`config.mk`:
```
export PLATFORM = sky130hd
export DESIGN_NAME = adder_share_arb
export DESIGN_NICKNAME = d
export VERILOG_FILES = /design/src/rtl/adder_share_arb_pkg.sv /design/src/rtl/adder_share_arb_rr_arb2.sv /design/src/rtl/cla_16bit.sv /design/src/rtl/adder_share_arb.sv
export SDC_FILE = /design/constraint.sdc
export NUM_CORES = 1
export LEC_CHECK = 0
export ABC_AREA = 1
export CAP_MARGIN = 20
export CELL_PAD_IN_SITES_DETAIL_PLACEMENT = 1
export CELL_PAD_IN_SITES_GLOBAL_PLACEMENT = 2
export CORE_AREA = 2 2 115 117
export CTS_BUF_LIST = sky130_fd_sc_hd__clkbuf_16
export DETAILED_ROUTE_END_ITERATION = 12
export DIE_AREA = 0 0 117 119
export HOLD_SLACK_MARGIN = 0.02
export PLACE_DENSITY = 0.82
export RECOVER_POWER = 100
export SYNTH_ARGS = -nofsm -noshare
export SYNTH_HDL_FRONTEND = slang
export SYNTH_HIERARCHICAL = 1
export SYNTH_SLANG_ARGS = --single-unit
```
`constraint.sdc`:
```
create_clock -name clk -period 13.7 [get_ports clk]
set_clock_uncertainty 0.2 [all_clocks]
set_input_delay 3.425 -clock clk [delete_from_list [all_inputs] [get_ports clk]]
set_output_delay 3.425 -clock clk [all_outputs]
set_load 0.01 [all_outputs]
```
`src/rtl/adder_share_arb_pkg.sv`:
```
// Shared constants and payload types for the two-port shared adder arbiter.
package adder_share_arb_pkg;

    localparam int unsigned NUM_PORTS = 2;
    localparam int unsigned DATA_W    = 16;
    localparam int unsigned PORT_ALU  = 0;
    localparam int unsigned PORT_ADDR = 1;

    localparam int unsigned FLAG_N = 2;
    localparam int unsigned FLAG_Z = 1;
    localparam int unsigned FLAG_V = 0;

    // Condition flags returned with each result, packed as {N,Z,V}
    typedef struct packed {
        logic n;
        logic z;
        logic v;
    } flags_t;

endpackage

```
`src/rtl/adder_share_arb_rr_arb2.sv`:
```
// Two-requester round-robin arbiter with per-port starvation force-grant.
module rr_arb2 #(
    parameter int unsigned STARVE_MAX = 3
) (
    input  logic       clk,
    input  logic       rst_n,
    input  logic [1:0] req_valid,
    input  logic [1:0] elig,
    output logic [1:0] grant_c
);

    localparam int unsigned CNT_W = $clog2(STARVE_MAX + 1);
    localparam logic [CNT_W-1:0] CNT_MAX = CNT_W'(STARVE_MAX);

    logic                  rr_q;
    logic                  rr_d;
    logic [1:0][CNT_W-1:0] starve_q;
    logic [1:0][CNT_W-1:0] starve_d;

    // Grant selection: starved port first, then rr on contention, else the lone requester
    always_comb begin
        grant_c = 2'b00;
        if (!rst_n) begin
            grant_c = 2'b00;
        end else if (elig[0] && (starve_q[0] == CNT_MAX)) begin
            grant_c = 2'b01;
        end else if (elig[1] && (starve_q[1] == CNT_MAX)) begin
            grant_c = 2'b10;
        end else if (elig == 2'b11) begin
            grant_c = rr_q ? 2'b10 : 2'b01;
        end else begin
            grant_c = elig;
        end
    end

    // Pointer moves to the other port after a grant; counters track denied cycles
    always_comb begin
        rr_d     = rr_q;
        starve_d = starve_q;
        if (grant_c[0]) begin
            rr_d = 1'b1;
        end else if (grant_c[1]) begin
            rr_d = 1'b0;
        end
        for (int p = 0; p < 2; p++) begin
            if (grant_c[p] || !req_valid[p]) begin
                starve_d[p] = '0;
            end else if (elig[p] && (starve_q[p] != CNT_MAX)) begin
                starve_d[p] = starve_q[p] + CNT_W'(1);
            end
        end
    end

    // Arbiter state registers
    always_ff @(posedge clk or negedge rst_n) begin
        if (!rst_n) begin
            rr_q     <= 1'b0;
            starve_q <= '0;
        end else begin
            rr_q     <= rr_d;
            starve_q <= starve_d;
        end
    end

endmodule

```
`src/rtl/cla_16bit.sv`:
```
// 16-bit carry-lookahead add/sub with signed saturation of the result.
module cla_16bit (
    input  logic [15:0] a,
    input  logic [15:0] b,
    input  logic        sub,
    output logic [15:0] sum,
    output logic        cout
);

    logic [15:0] b_eff;
    logic [15:0] g;
    logic [15:0] p;
    logic [15:0] raw;
    logic [16:0] c;
    logic [3:0]  gg;
    logic [3:0]  gp;
    logic [4:0]  cg;
    logic        ovf;

    // Two-level lookahead: 4-bit group generate/propagate, then in-group carries
    always_comb begin
        b_eff = sub ? ~b : b;
        g     = a & b_eff;
        p     = a ^ b_eff;
        gg    = '0;
        gp    = '0;
        for (int k = 0; k < 4; k++) begin
            gp[k] = &p[4*k +: 4];
            gg[k] = g[4*k+3]
                  | (p[4*k+3] & g[4*k+2])
                  | (p[4*k+3] & p[4*k+2] & g[4*k+1])
                  | (p[4*k+3] & p[4*k+2] & p[4*k+1] & g[4*k]);
        end
        cg    = '0;
        cg[0] = sub;
        for (int k = 0; k < 4; k++) begin
            cg[k+1] = gg[k] | (gp[k] & cg[k]);
        end
        c = '0;
        for (int k = 0; k < 4; k++) begin
            c[4*k] = cg[k];
            for (int j = 0; j < 4; j++) begin
                c[4*k+j+1] = g[4*k+j] | (p[4*k+j] & c[4*k+j]);
            end
        end
        raw  = p ^ c[15:0];
        cout = c[16];
        ovf  = c[16] ^ c[15];
        // Positive overflow wraps negative, so clamp opposite to the raw sign
        if (ovf) begin
            sum = raw[15] ? 16'h7FFF : 16'h8000;
        end else begin
            sum = raw;
        end
    end

endmodule

```
`src/rtl/adder_share_arb.sv`:
```
// Shares one saturating 16-bit add/sub unit between an ALU port (0) and an
// address port (1), with one held result slot per port.
// Optional macro ADDER_ARB_FLAGS_EN builds the {N,Z,V} flag path; otherwise
// rsp_flags is tied low.
module adder_share_arb
    import adder_share_arb_pkg::*;
#(
    parameter int unsigned W          = 16,
    parameter int unsigned STARVE_MAX = 3
) (
    input  logic           clk,
    input  logic           rst_n,
    input  logic [1:0]     req_valid,
    output logic [1:0]     req_ready,
    input  logic [2*W-1:0] req_a,
    input  logic [2*W-1:0] req_b,
    input  logic [1:0]     req_sub,
    output logic [1:0]     rsp_valid,
    input  logic [1:0]     rsp_ready,
    output logic [2*W-1:0] rsp_sum,
    output logic [1:0]     rsp_cout,
    output logic [5:0]     rsp_flags
);

    logic [1:0]     elig_c;
    logic [1:0]     grant_c;
    logic [W-1:0]   add_a;
    logic [W-1:0]   add_b;
    logic           add_sub;
    logic [W-1:0]   add_sum;
    logic           add_cout;

    logic [1:0]     rsp_valid_q;
    logic [1:0]     rsp_valid_d;
    logic [2*W-1:0] rsp_sum_q;
    logic [2*W-1:0] rsp_sum_d;
    logic [1:0]     rsp_cout_q;
    logic [1:0]     rsp_cout_d;

    // A port may be granted when its slot is empty or being drained this cycle
    always_comb begin
        elig_c = 2'b00;
        for (int p = 0; p < 2; p++) begin
            elig_c[p] = req_valid[p] & (~rsp_valid_q[p] | rsp_ready[p]);
        end
    end

    rr_arb2 #(
        .STARVE_MAX (STARVE_MAX)
    ) u_arb (
        .clk       (clk),
        .rst_n     (rst_n),
        .req_valid (req_valid),
        .elig      (elig_c),
        .grant_c   (grant_c)
    );

    assign req_ready = grant_c;

    // Steer the granted port's operands into the shared adder, zeros when idle
    always_comb begin
        add_a   = '0;
        add_b   = '0;
        add_sub = 1'b0;
        if (grant_c[PORT_ALU]) begin
            add_a   = req_a[PORT_ALU*W +: W];
            add_b   = req_b[PORT_ALU*W +: W];
            add_sub = req_sub[PORT_ALU];
        end else if (grant_c[PORT_ADDR]) begin
            add_a   = req_a[PORT_ADDR*W +: W];
            add_b   = req_b[PORT_ADDR*W +: W];
            add_sub = req_sub[PORT_ADDR];
        end
    end

    cla_16bit u_cla (
        .a    (add_a),
        .b    (add_b),
        .sub  (add_sub),
        .sum  (add_sum),
        .cout (add_cout)
    );

    // Slot update: load on transfer, otherwise release when the requester accepts
    always_comb begin
        rsp_valid_d = rsp_valid_q;
        rsp_sum_d   = rsp_sum_q;
        rsp_cout_d  = rsp_cout_q;
        for (int p = 0; p < 2; p++) begin
            if (grant_c[p]) begin
                rsp_valid_d[p]      = 1'b1;
                rsp_sum_d[p*W +: W] = add_sum;
                rsp_cout_d[p]       = add_cout;
            end else if (rsp_valid_q[p] && rsp_ready[p]) begin
                rsp_valid_d[p] = 1'b0;
            end
        end
    end

    // Result slot registers
    always_ff @(posedge clk or negedge rst_n) begin
        if (!rst_n) begin
            rsp_valid_q <= '0;
            rsp_sum_q   <= '0;
            rsp_cout_q  <= '0;
        end else begin
            rsp_valid_q <= rsp_valid_d;
            rsp_sum_q   <= rsp_sum_d;
            rsp_cout_q  <= rsp_cout_d;
        end
    end

    assign rsp_valid = rsp_valid_q;
    assign rsp_sum   = rsp_sum_q;
    assign rsp_cout  = rsp_cout_q;

`ifdef ADDER_ARB_FLAGS_EN
    logic [W:0]      ext_c;
    flags_t          new_flags_c;
    flags_t [1:0]    flags_q;
    flags_t [1:0]    flags_d;

    // Overflow is judged on the exact result, before saturation
    always_comb begin
        if (add_sub) begin
            ext_c = {add_a[W-1], add_a} - {add_b[W-1], add_b};
        end else begin
            ext_c = {add_a[W-1], add_a} + {add_b[W-1], add_b};
        end
        new_flags_c   = '0;
        new_flags_c.n = add_sum[W-1];
        new_flags_c.z = (add_sum == '0);
        new_flags_c.v = ext_c[W] ^ ext_c[W-1];
    end

    // Flags load with the sum of the same port
    always_comb begin
        flags_d = flags_q;
        for (int p = 0; p < 2; p++) begin
            if (grant_c[p]) begin
                flags_d[p] = new_flags_c;
            end
        end
    end

    // Flag registers
    always_ff @(posedge clk or negedge rst_n) begin
        if (!rst_n) begin
            flags_q <= '0;
        end else begin
            flags_q <= flags_d;
        end
    end

    assign rsp_flags = flags_q;
`else
    assign rsp_flags = '0;
`endif

endmodule

```
==> results.json <==
{
  "outcome": "finished clean",
  "synth_cells": 442,
  "overflow": 0,
  "hpwlAfterDp_mm": 7.68,
  "synth.ff_latch_count": 41,
  "synth_warnings": 6,
  "cts.sinks": 41,
  "avgSynthCellArea_um2": 7.31,
  "routed_via_density": 4.21,
  "synth_top_family_by_area": "simple AND/OR/NAND/NOR gates",
  "globalplace.congestion": 0.814,
  "worst_skew_pair.late_latency_ps": 290,
  "critPathLaunchType": "primary input",
  "dp_cells": 705,
  "path_common_cell": "nand2_1",
  "antenna_left": 0,
  "wl_mm": 9.55,
  "post-route-min-period_ps": 11030,
  "synth-compound-area-share": 0.0352,
  "drtIter0Drc": 63,
  "worst-path-max-fanout": 52,
  "cts-root-buf": "clkbuf_16",
  "vdd_ir_drop_max_uv": 43.7,
  "relSlewSlack": 0.0837,
  "drtPass1Iterations": 4,
  "synth_adder_area_share": 0.135,
  "first_global_vias": 3316,
  "finalSetupViolations": 0,
  "cts_tree": "done",
  "cts_made_buffers": 5,
  "grt_pass1_wl_mm": 16.1,
  "finalHoldViolCount": 0,
  "maxCapViolCount": 0,
  "critPathMaxStageDelay_ps": 1070,
  "dieHeight_um": 119,
  "layout_common_cells": "nand2_1 (200), clkdlybuf4s50_1 (70), dfrtp_1 (41)",
  "synth_mux_area_frac": 0.00310,
  "hold_buffers": 0,
  "layout.nets": 636,
  "io_pins": 116,
  "drc": 0,
  "path_delay_family": "buffers and inverters",
  "layout_commonest_cell": "nand2_1",
  "htreeDepth": 2,
  "whs_ps": 266,
  "hold_class": "flop to flop",
  "critPathKind": "primary input to flop",
  "clk_path_buf_depth": 2,
  "power.density_nw_per_um2": 141,
  "drive_gt1_frac": 0.0297,
  "cts.clk_slew.worst_paths_ps": 60,
  "diodes": 0,
  "port_buffers": 109,
  "final_util": 0.348,
  "dieArea_um2": 13900,
  "antenna_found_initial": 0,
  "cp_slowest_cell": "clkbuf_1",
  "cts_resized": 0,
  "fp.dieW_um": 117,
  "p_leak_nw": 2.35,
  "yosys.cell_types.count": 26,
  "core_area_um2": 12900,
  "ys_seq_area_frac": 0.318,
  "start_util": 0.251,
  "post_cts.repair.setup_buffers": 0,
  "tns_ps": 0,
  "crit_arrival_ps": 11050,
  "slew_violations": 0,
  "synthToLayoutAreaGrowth_pct": 38.6,
  "grt_usage": 0.145,
  "grt_max_degree": 53,
  "yosys.area_share.simple": 0.324,
  "cp.required_ps": 13730,
  "synthXorXnorAreaFrac": 0.0569,
  "row_count": 42,
  "synth_area_um2": 3230,
  "rsz0062_at_grt": "false",
  "critPathBufInv": 10,
  "period_share": 0.805,
  "finalNonFillerCells": 714,
  "avgRoutedWirePerCell_um": 13.4,
  "fmax_mhz": 90.7,
  "crit_path_end_kind": "flop",
  "worst_slew_pin_slew_ps": 1370,
  "num_vias": 3008
}
-- logic make-up after synthesis --
kind of cell | count (synthesis)
compound gates | 20
xor+xnor | 21
fa+ha+maj | 27
buf+inv | 72
flops | 41
mux | 1
other cells | 1
simple gates | 259
-- worst paths after layout --
| path | slack (ps) | endpoint | cells after the start | from |
|---|---|---|---|---|
| min reg2reg | 270 | rsp_sum[22]$_DFFE_PN0P_ | 2 | rsp_sum[22]$_DFFE_PN0P_ |
| min | 270 | rsp_sum[22]$_DFFE_PN0P_ | 2 | rsp_sum[22]$_DFFE_PN0P_ |
| max in group asynchronous | 8420 | rsp_sum[8]$_DFFE_PN0P_ | 2 | rst_n |
| max | 2670 | rsp_sum[21]$_DFFE_PN0P_ | 31 | rst_n |
| min in group asynchronous | 3090 | rsp_sum[17]$_DFFE_PN0P_ | 1 | rst_n |
| max reg2reg | 6760 | rsp_sum[21]$_DFFE_PN0P_ | 34 | rsp_valid[0]$_DFFE_PN0P_ |
-- metrics by stage --
step                      total power [W]  setup WS (ps)  area (um^2)
after floorplan                  0.000369           5560         3250
final                            0.000632           2670         4480
after detailed placement         0.000534           3290         4330
after global routing             0.000685           1570         4480
after CTS                        0.000670           3560         4490
after global placement           0.000525           3660         4330
-- cells in the mapped netlist --
| library cell | n | area (um^2) |
|---|---|---|
| nand2_1 | 196 | 736 |
| dfrtp_1 | 41 | 1030 |
| nand3_1 | 40 | 200 |
| inv_1 | 38 | 143 |
| buf_4 | 16 | 120 |
| nor2_1 | 15 | 56.3 |
| ha_1 | 14 | 175 |
| fa_1 | 13 | 260 |
| o21ai_1 | 11 | 55.1 |
| xnor2_1 | 11 | 96.3 |
| xor2_1 | 10 | 87.6 |
| buf_6 | 9 | 101 |
| nand2_2 | 6 | 37.5 |
| buf_2 | 4 | 20.0 |
| a21oi_1 | 3 | 15.0 |
| inv_2 | 3 | 11.3 |
| a21oi_2 | 2 | 17.5 |
| o21ai_0 | 2 | 10.0 |
| conb_1 | 1 | 3.75 |
| inv_4 | 1 | 6.26 |
| inv_6 | 1 | 8.76 |
| mux2i_1 | 1 | 10.0 |
| nand2_4 | 1 | 11.3 |
| nand4_1 | 1 | 6.26 |
| o21ai_2 | 1 | 8.76 |
| o31ai_1 | 1 | 7.51 |
-- worst min-delay path: cells and delay by family, from the launching register on --
family | cells | cell delay [ps]
simple gates | 2 | 90
flops | 1 | 340
-- report_power, final --
| group | leakage (nW) | internal [W] | switching, W |
|---|---|---|---|
| clock network | 0.0826 | 0.0000847 | 0.0000482 |
| logic | 1.74 | 0.000138 | 0.000162 |
| registers | 0.527 | 0.000170 | 0.0000288 |
| total | 2.35 | 0.000393 | 0.000239 |
-- routing by layer --
layer  vias up  wire length (um)  global-route usage
li1       1517                 -                   -
met1      1391              4480               0.195
met2        92              4530               0.239
met3         8               419              0.0254
met4         0               116              0.0412
met5         -                 0                   0
-- flip-flops by register name (all words and copies together), names as in the netlist --
name	count
u_arb/starve_q	4
rsp_valid	2
rsp_cout	2
u_arb/rr_q	1
rsp_sum	32
-- area by class of cell --
cell class / count / area (um^2)
fillers: 1596 / 8400
multi-input cells: 334 / 1800
repair buffers: 112 / 1100
flip-flops and latches: 41 / 1030
well taps: 176 / 220
inverters: 43 / 169
clock buffers: 5 / 125
clock inverters: 3 / 37.5
No activity file was read; power rests on OpenSTA's default activity.
